[src/rtl/vending_ctrl_multi_if.sv]
`default_nettype none
// ============================================================================
// Module      : vending_ctrl_multi_if
// Description : Front-panel / dispenser signal bundle for vending_ctrl_multi.
// Revision    : 1.0 - initial release
// ============================================================================
interface vending_ctrl_multi_if #(
    parameter int NUM_PRODUCTS = 4,
    parameter int MONEY_W      = 5
);
    logic                    Input_Money;
    logic                    Req_Change;
    logic [NUM_PRODUCTS-1:0] Click;
    logic [MONEY_W-1:0]      Money;
    logic [MONEY_W-1:0]      Change;
    logic                    Change_Pulse;
    logic [NUM_PRODUCTS-1:0] Dispense;
    logic                    Busy;
    logic                    Reject;

    modport master (
        output Input_Money, Req_Change, Click,
        input  Money, Change, Change_Pulse, Dispense, Busy, Reject
    );

    modport slave (
        input  Input_Money, Req_Change, Click,
        output Money, Change, Change_Pulse, Dispense, Busy, Reject
    );
endinterface
`default_nettype wire

[src/rtl/vending_ctrl_multi.sv]
`default_nettype none
// ============================================================================
// Module      : vending_ctrl_multi
// Description : Multi-product vending controller: credit, purchase, refund.
// Revision    : 1.0 - initial release
// ============================================================================
module vending_ctrl_multi #(
    parameter int                            NUM_PRODUCTS    = 4,
    parameter int                            MONEY_W         = 5,
    parameter int                            MAX_CREDIT      = 16,
    parameter logic [NUM_PRODUCTS*MONEY_W-1:0] PRICES        = {5'd2, 5'd2, 5'd3, 5'd4},
    parameter int                            DISPENSE_CYCLES = 2,
    parameter int                            TIMEOUT_CYCLES  = 3
) (
    input  logic                  Clock,
    input  logic                  Reset,
    vending_ctrl_multi_if.slave   bus
);
    localparam logic [1:0] c_ST_IDLE     = 2'd0;
    localparam logic [1:0] c_ST_DISPENSE = 2'd1;
    localparam logic [1:0] c_ST_REFUND   = 2'd2;

    localparam int c_DCNT_W = (DISPENSE_CYCLES > 1) ? $clog2(DISPENSE_CYCLES) : 1;
    localparam int c_TCNT_W = (TIMEOUT_CYCLES > 1) ? $clog2(TIMEOUT_CYCLES) : 1;
    localparam logic [c_DCNT_W-1:0] c_DCNT_LAST = c_DCNT_W'(DISPENSE_CYCLES - 1);
    localparam logic [c_TCNT_W-1:0] c_TCNT_LAST =
        c_TCNT_W'((TIMEOUT_CYCLES > 0) ? TIMEOUT_CYCLES - 1 : 0);
    localparam logic [MONEY_W-1:0]  c_MAX_CREDIT = MONEY_W'(MAX_CREDIT);

    logic [1:0]              r_state;
    logic [MONEY_W-1:0]      r_money;
    logic [MONEY_W-1:0]      r_change;
    logic [NUM_PRODUCTS-1:0] r_dispense;
    logic                    r_busy;
    logic                    r_reject;
    logic [c_DCNT_W-1:0]     r_dcnt;
    logic [c_TCNT_W-1:0]     r_tcnt;

    logic [NUM_PRODUCTS-1:0] w_click_oh;
    logic [MONEY_W-1:0]      w_price;
    logic                    w_any_click;
    logic                    w_quiet;
    logic                    w_timeout;

    // Scan from the top so the lowest set button wins.
    always_comb begin
        w_click_oh = '0;
        w_price    = '0;
        for (int i = NUM_PRODUCTS - 1; i >= 0; i--) begin
            if (bus.Click[i]) begin
                w_click_oh = NUM_PRODUCTS'(1) << i;
                w_price    = PRICES[i*MONEY_W +: MONEY_W];
            end
        end
    end

    assign w_any_click = |bus.Click;
    assign w_quiet     = !bus.Input_Money && !w_any_click && !bus.Req_Change;
    assign w_timeout   = (TIMEOUT_CYCLES != 0) && w_quiet &&
                         (r_money != '0) && (r_tcnt == c_TCNT_LAST);

    always_ff @(posedge Clock or posedge Reset) begin
        if (Reset) begin
            r_state    <= c_ST_IDLE;
            r_money    <= '0;
            r_change   <= '0;
            r_dispense <= '0;
            r_busy     <= 1'b0;
            r_reject   <= 1'b0;
            r_dcnt     <= '0;
            r_tcnt     <= '0;
        end else begin
            r_reject <= 1'b0;
            case (r_state)
                c_ST_IDLE: begin
                    if (bus.Input_Money) begin
                        r_tcnt <= '0;
                        if (r_money < c_MAX_CREDIT) r_money  <= r_money + 1'b1;
                        else                        r_reject <= 1'b1;
                    end else if (w_any_click) begin
                        r_tcnt <= '0;
                        if (r_money >= w_price) begin
                            r_money    <= r_money - w_price;
                            r_dispense <= w_click_oh;
                            r_busy     <= 1'b1;
                            r_dcnt     <= '0;
                            r_state    <= c_ST_DISPENSE;
                        end else begin
                            r_reject <= 1'b1;
                        end
                    end else if ((bus.Req_Change && r_money != '0) || w_timeout) begin
                        r_change <= r_money;
                        r_money  <= '0;
                        r_busy   <= 1'b1;
                        r_tcnt   <= '0;
                        r_state  <= c_ST_REFUND;
                    end else if (bus.Req_Change || r_money == '0) begin
                        r_tcnt <= '0;
                    end else if (TIMEOUT_CYCLES != 0) begin
                        r_tcnt <= r_tcnt + 1'b1;
                    end
                end
                c_ST_DISPENSE: begin
                    if (bus.Input_Money) r_reject <= 1'b1;
                    if (r_dcnt == c_DCNT_LAST) begin
                        r_dispense <= '0;
                        r_busy     <= 1'b0;
                        r_state    <= c_ST_IDLE;
                    end else begin
                        r_dcnt <= r_dcnt + 1'b1;
                    end
                end
                c_ST_REFUND: begin
                    if (bus.Input_Money) r_reject <= 1'b1;
                    if (r_change != '0) r_change <= r_change - 1'b1;
                    // Leave on the edge that returns the last unit.
                    if (r_change <= MONEY_W'(1)) begin
                        r_busy  <= 1'b0;
                        r_state <= c_ST_IDLE;
                    end
                end
                default: begin
                    r_dispense <= '0;
                    r_busy     <= 1'b0;
                    r_state    <= c_ST_IDLE;
                end
            endcase
        end
    end

    assign bus.Money        = r_money;
    assign bus.Change       = r_change;
    assign bus.Dispense     = r_dispense;
    assign bus.Busy         = r_busy;
    assign bus.Reject       = r_reject;
    assign bus.Change_Pulse = (r_state == c_ST_REFUND) && (r_change != '0);
endmodule
`default_nettype wire

[src/flat_wrapper.sv]
// flat-port wrapper written by rule: the top's interface ports become plain ports
module vending_ctrl_multi_flat 
#(
    parameter int                            NUM_PRODUCTS    = 4,
    parameter int                            MONEY_W         = 5,
    parameter int                            MAX_CREDIT      = 16,
    parameter logic [NUM_PRODUCTS*MONEY_W-1:0] PRICES        = {5'd2, 5'd2, 5'd3, 5'd4},
    parameter int                            DISPENSE_CYCLES = 2,
    parameter int                            TIMEOUT_CYCLES  = 3
)
  (Clock, Reset, bus_Input_Money, bus_Req_Change, bus_Click, bus_Money, bus_Change, bus_Change_Pulse, bus_Dispense, bus_Busy, bus_Reject);
  vending_ctrl_multi_if #(.NUM_PRODUCTS(NUM_PRODUCTS), .MONEY_W(MONEY_W)) bus_i ();
  input  logic Clock;
  input  logic Reset;
  input wire logic [$bits(bus_i.Input_Money)-1:0] bus_Input_Money;
  input wire logic [$bits(bus_i.Req_Change)-1:0] bus_Req_Change;
  input wire logic [$bits(bus_i.Click)-1:0] bus_Click;
  output wire logic [$bits(bus_i.Money)-1:0] bus_Money;
  output wire logic [$bits(bus_i.Change)-1:0] bus_Change;
  output wire logic [$bits(bus_i.Change_Pulse)-1:0] bus_Change_Pulse;
  output wire logic [$bits(bus_i.Dispense)-1:0] bus_Dispense;
  output wire logic [$bits(bus_i.Busy)-1:0] bus_Busy;
  output wire logic [$bits(bus_i.Reject)-1:0] bus_Reject;
  assign bus_i.Input_Money = bus_Input_Money;
  assign bus_i.Req_Change = bus_Req_Change;
  assign bus_i.Click = bus_Click;
  assign bus_Money = bus_i.Money;
  assign bus_Change = bus_i.Change;
  assign bus_Change_Pulse = bus_i.Change_Pulse;
  assign bus_Dispense = bus_i.Dispense;
  assign bus_Busy = bus_i.Busy;
  assign bus_Reject = bus_i.Reject;
  vending_ctrl_multi #(.NUM_PRODUCTS(NUM_PRODUCTS), .MONEY_W(MONEY_W), .MAX_CREDIT(MAX_CREDIT), .PRICES(PRICES), .DISPENSE_CYCLES(DISPENSE_CYCLES), .TIMEOUT_CYCLES(TIMEOUT_CYCLES)) u_core (.Clock(Clock), .Reset(Reset), .bus(bus_i));
endmodule
[config.mk]
export PLATFORM = sky130hd
export DESIGN_NAME = vending_ctrl_multi_flat
export DESIGN_NICKNAME = d
export VERILOG_FILES = /design/src/rtl/vending_ctrl_multi_if.sv /design/src/rtl/vending_ctrl_multi.sv /design/src/flat_wrapper.sv
export SDC_FILE = /design/constraint.sdc
export NUM_CORES = 1
export LEC_CHECK = 0
export BUFFER_PORTS_ARGS = -buffer_cell sky130_fd_sc_hd__buf_2
export CORE_MARGIN = 2
export CORE_UTILIZATION = 45
export DETAILED_ROUTE_END_ITERATION = 10
export GPL_TIMING_DRIVEN = 0
export PLACE_DENSITY = 0.8
export SLEW_MARGIN = 10
export SYNTH_ARGS = -nofsm -noshare
export SYNTH_HDL_FRONTEND = slang
export SYNTH_SLANG_ARGS = --single-unit
[constraint.sdc]
create_clock -name Clock -period 2.13 [get_ports Clock]
set_input_delay 0.426 -clock Clock [delete_from_list [all_inputs] [get_ports Clock]]
set_output_delay 0.426 -clock Clock [all_outputs]
set_load 0.1 [all_outputs]
==> qor.csv <==
stage;metric;value;unit
global_route;first-pass GRT wire length;6090;um
place;hpwl dp;2500;um
layout;layout cells sized above 1;0.342;
synth;Synth Area in Compound Gates;0.226;
synth;sequential share of the synthesized area;0.341;
timing;FMAX;470;MHz
layout;commonest non-fill, non-tap cell in the layout;buf_2;
global_route;initial antenna violation count;0;
critical_path;Reg2Reg Capture Point;u_core.bus.Dispense[2];
drt;WL per Instance;14.6;um
die;Starting Density;0.465;
synth;Distinct cells, synth;48;
global_route;global route overflow;0;
die;Die Height;62.5;um
synth;EDFF count, synth;0;
die;DIE AREA;3910;um2
synth;xor/xnor share of the synthesized area;0.0171;
place;Placement Setup Slack;-450;ps
timing;Final Hold Viols;0;
critical_path;CP Capture Type;flip-flop;
synth;Synth Area in Adders;0.119;
drt;drt first pass iters;4;
timing;Worst Skew;11.9;ps
layout;Antenna Cells;0;
critical_path;R2R Path Start;u_core.bus.Money[1];
die;I/O pins;25;
critical_path;Worst Path Required;2350;ps
synth;mapped cell area;1540;um2
clock_tree;CTS root buf;clkbuf_4;
drt;via count;1383;
clock_tree;worst skew pair latency;320;ps
timing;RSZ-0062 raised after global routing;true;
die;# rows;21;
critical_path;Worst Setup EP;u_core.bus.Dispense[2];
critical_path;CP Class;flip-flop to flip-flop;
run_status;outcome;complete, no violations;
critical_path;startpoint type of the worst setup path;flip-flop;
timing;setup TNS;0;ps
clock_tree;H-tree levels;1;
die;core area;3310;um2
clock_tree;CTS buffer count;3;
critical_path;Worst Reg-to-Reg Cells;6;
synth;Yosys Warn Count;0;
place;routability congestion estimate;0.914;
clock_tree;CTS sink cnt;21;
clock_tree;CTS tree;done;
hold_path;Hold Path Class;primary input to async pin;
critical_path;reg-to-reg setup timing slack;2;ps
drt;Vias/cell;5.58;
timing;headroom to the max-slew limit;0.477;
timing;Worst Max-Slew Pin Slew;784;ps
timing;final setup violation count;0;
synth;syn avg cell area;9.06;um2
timing;Final period util;0.999;
global_route;GRT Util Overall;0.198;
synth;post-synthesis async set-or-reset flop share;1.00;
clock_tree;clock buffer depth;2;
drt;initial DRC count;65;
global_route;vias in the first global route;1254;
critical_path;Critical Path Start;u_core.bus.Money[1];
global_route;largest net degree at the start of global routing;22;
layout;area delta synth->final;26.6;%
timing;final setup margin;2.22;ps
synth;Post-Synth Simple-Gate Area;0.185;
place;Post-DP Area;1790;um2
timing;final slew viol count;0;
critical_path;critical path peak fanout;6;
critical_path;CP arrival;2350;ps
place;I/O Buffers;23;
layout;final net count;225;
timing;minimum clock period;2130;ps
synth;Top FF cell, synth;dfrtp_1;
synth;largest family of logic cells by synthesized area;compound AO/OA/AOI/OAI gates;
drt;drt drc;0;
drt;DRT Wirelength;3630;um
drt;Post-DRT Antenna Nets;0;
synth;Yosys reg bits;21;
die;die width;62.5;um
clock_tree;clock slew at reported path FFs;130;ps
layout;most frequent cells in the layout;buf_2 (22), inv_1 (16), nor2_1 (15);
synth;Mapped Cells;170;
layout;final instance area;1950;um2
run;Max-Cap Viols;0;
synth;post-synthesis mux area share;0.0487;
timing;WHS;224;ps
synth;Net Count, Synth;192;
[worst min-delay path by stage]
stage	end	slack [ps]	cells after the start
after floorplan	u_core.bus.Busy	400	1
after global placement	u_core.bus.Busy	470	1
after CTS	u_core.r_tcnt[1]	260	2
after global routing	u_core.r_tcnt[1]	310	2
final	u_core.r_tcnt[1]	220	2
after detailed placement	u_core.bus.Busy	480	1
[synth_stat cells (2+ instances only)]
master | number | area share
o41ai_1 | 2 | 0.011
inv_1 | 18 | 0.044
a32oi_1 | 2 | 0.011
nand2_1 | 9 | 0.022
a31oi_1 | 2 | 0.0081
clkbuf_1 | 8 | 0.019
o21ai_0 | 7 | 0.023
mux2i_1 | 3 | 0.019
nor2_1 | 15 | 0.037
ha_1 | 13 | 0.11
a21oi_1 | 10 | 0.032
o22a_1 | 2 | 0.011
o2bb2ai_1 | 5 | 0.028
dfrtp_1 | 21 | 0.34
a211o_1 | 2 | 0.011
o22a_2 | 3 | 0.019
nor3_1 | 4 | 0.013
nand2b_1 | 3 | 0.012
a22o_1 | 2 | 0.011
mux2_2 | 4 | 0.029
nand3_1 | 7 | 0.023
xnor2_1 | 2 | 0.011
[logic make-up after synthesis]
family	count (synthesis)
AO/OA/AOI/OAI	47
XOR/XNOR	3
adder cells (fa/ha/maj)	14
buffers and inverters	26
flip-flops	21
multiplexers	7
AND/OR/NAND/NOR	52
[timing repair]
action,CTS,global route
resized for setup,12,6
hold buffers,0,0
setup endpoints to repair,12,20
pin swaps,2,3
setup buffers,3,5
[state kept, by name, summed over array words and instances, names as in the netlist]
signal	count
u_core.r_state	2
u_core.bus.Busy	1
u_core.bus.Money	5
u_core.bus.Change	5
u_core.bus.Reject	1
u_core.r_tcnt	2
u_core.bus.Dispense	4
u_core.r_dcnt	1
[final cells by class]
type,instances,area (um2)
timing repair buffer,31,190
buffer,5,28.8
sequential,21,542
multi-input combinational,123,1040
fill,311,1360
clock buffer,4,26.3
tap,46,57.6
inverter,18,67.6
[per-layer routing]
metal / vias up / track usage / wire (um) / part of all wire
met5: - / 0 / 0 / 0
met4: 0 / 0.0889 / 64 / 0.018
met3: 7 / 0.0162 / 140 / 0.039
met2: 39 / 0.331 / 1800 / 0.50
met1: 666 / 0.262 / 1630 / 0.45
li1: 671 / - / - / -
[critical path, cell delays in order, from the launching register on]
cell and delay [ps]:
dfrtp_4 550, ha_4 180, a211o_1 330, a311oi_4 300
a21o_1 200, a211o_4 180, mux2_4 300
[stage by stage]
stage                     utilization  cells
after floorplan                     -    170
after detailed placement        0.539    239
final                           0.589    248
after CTS                       0.571    245
after global placement          0.539    239
after global routing            0.589    248
Power is left out: the tool's default activity adds up to more than one toggle a clock period on the data nets, which glitch-free logic cannot reach.
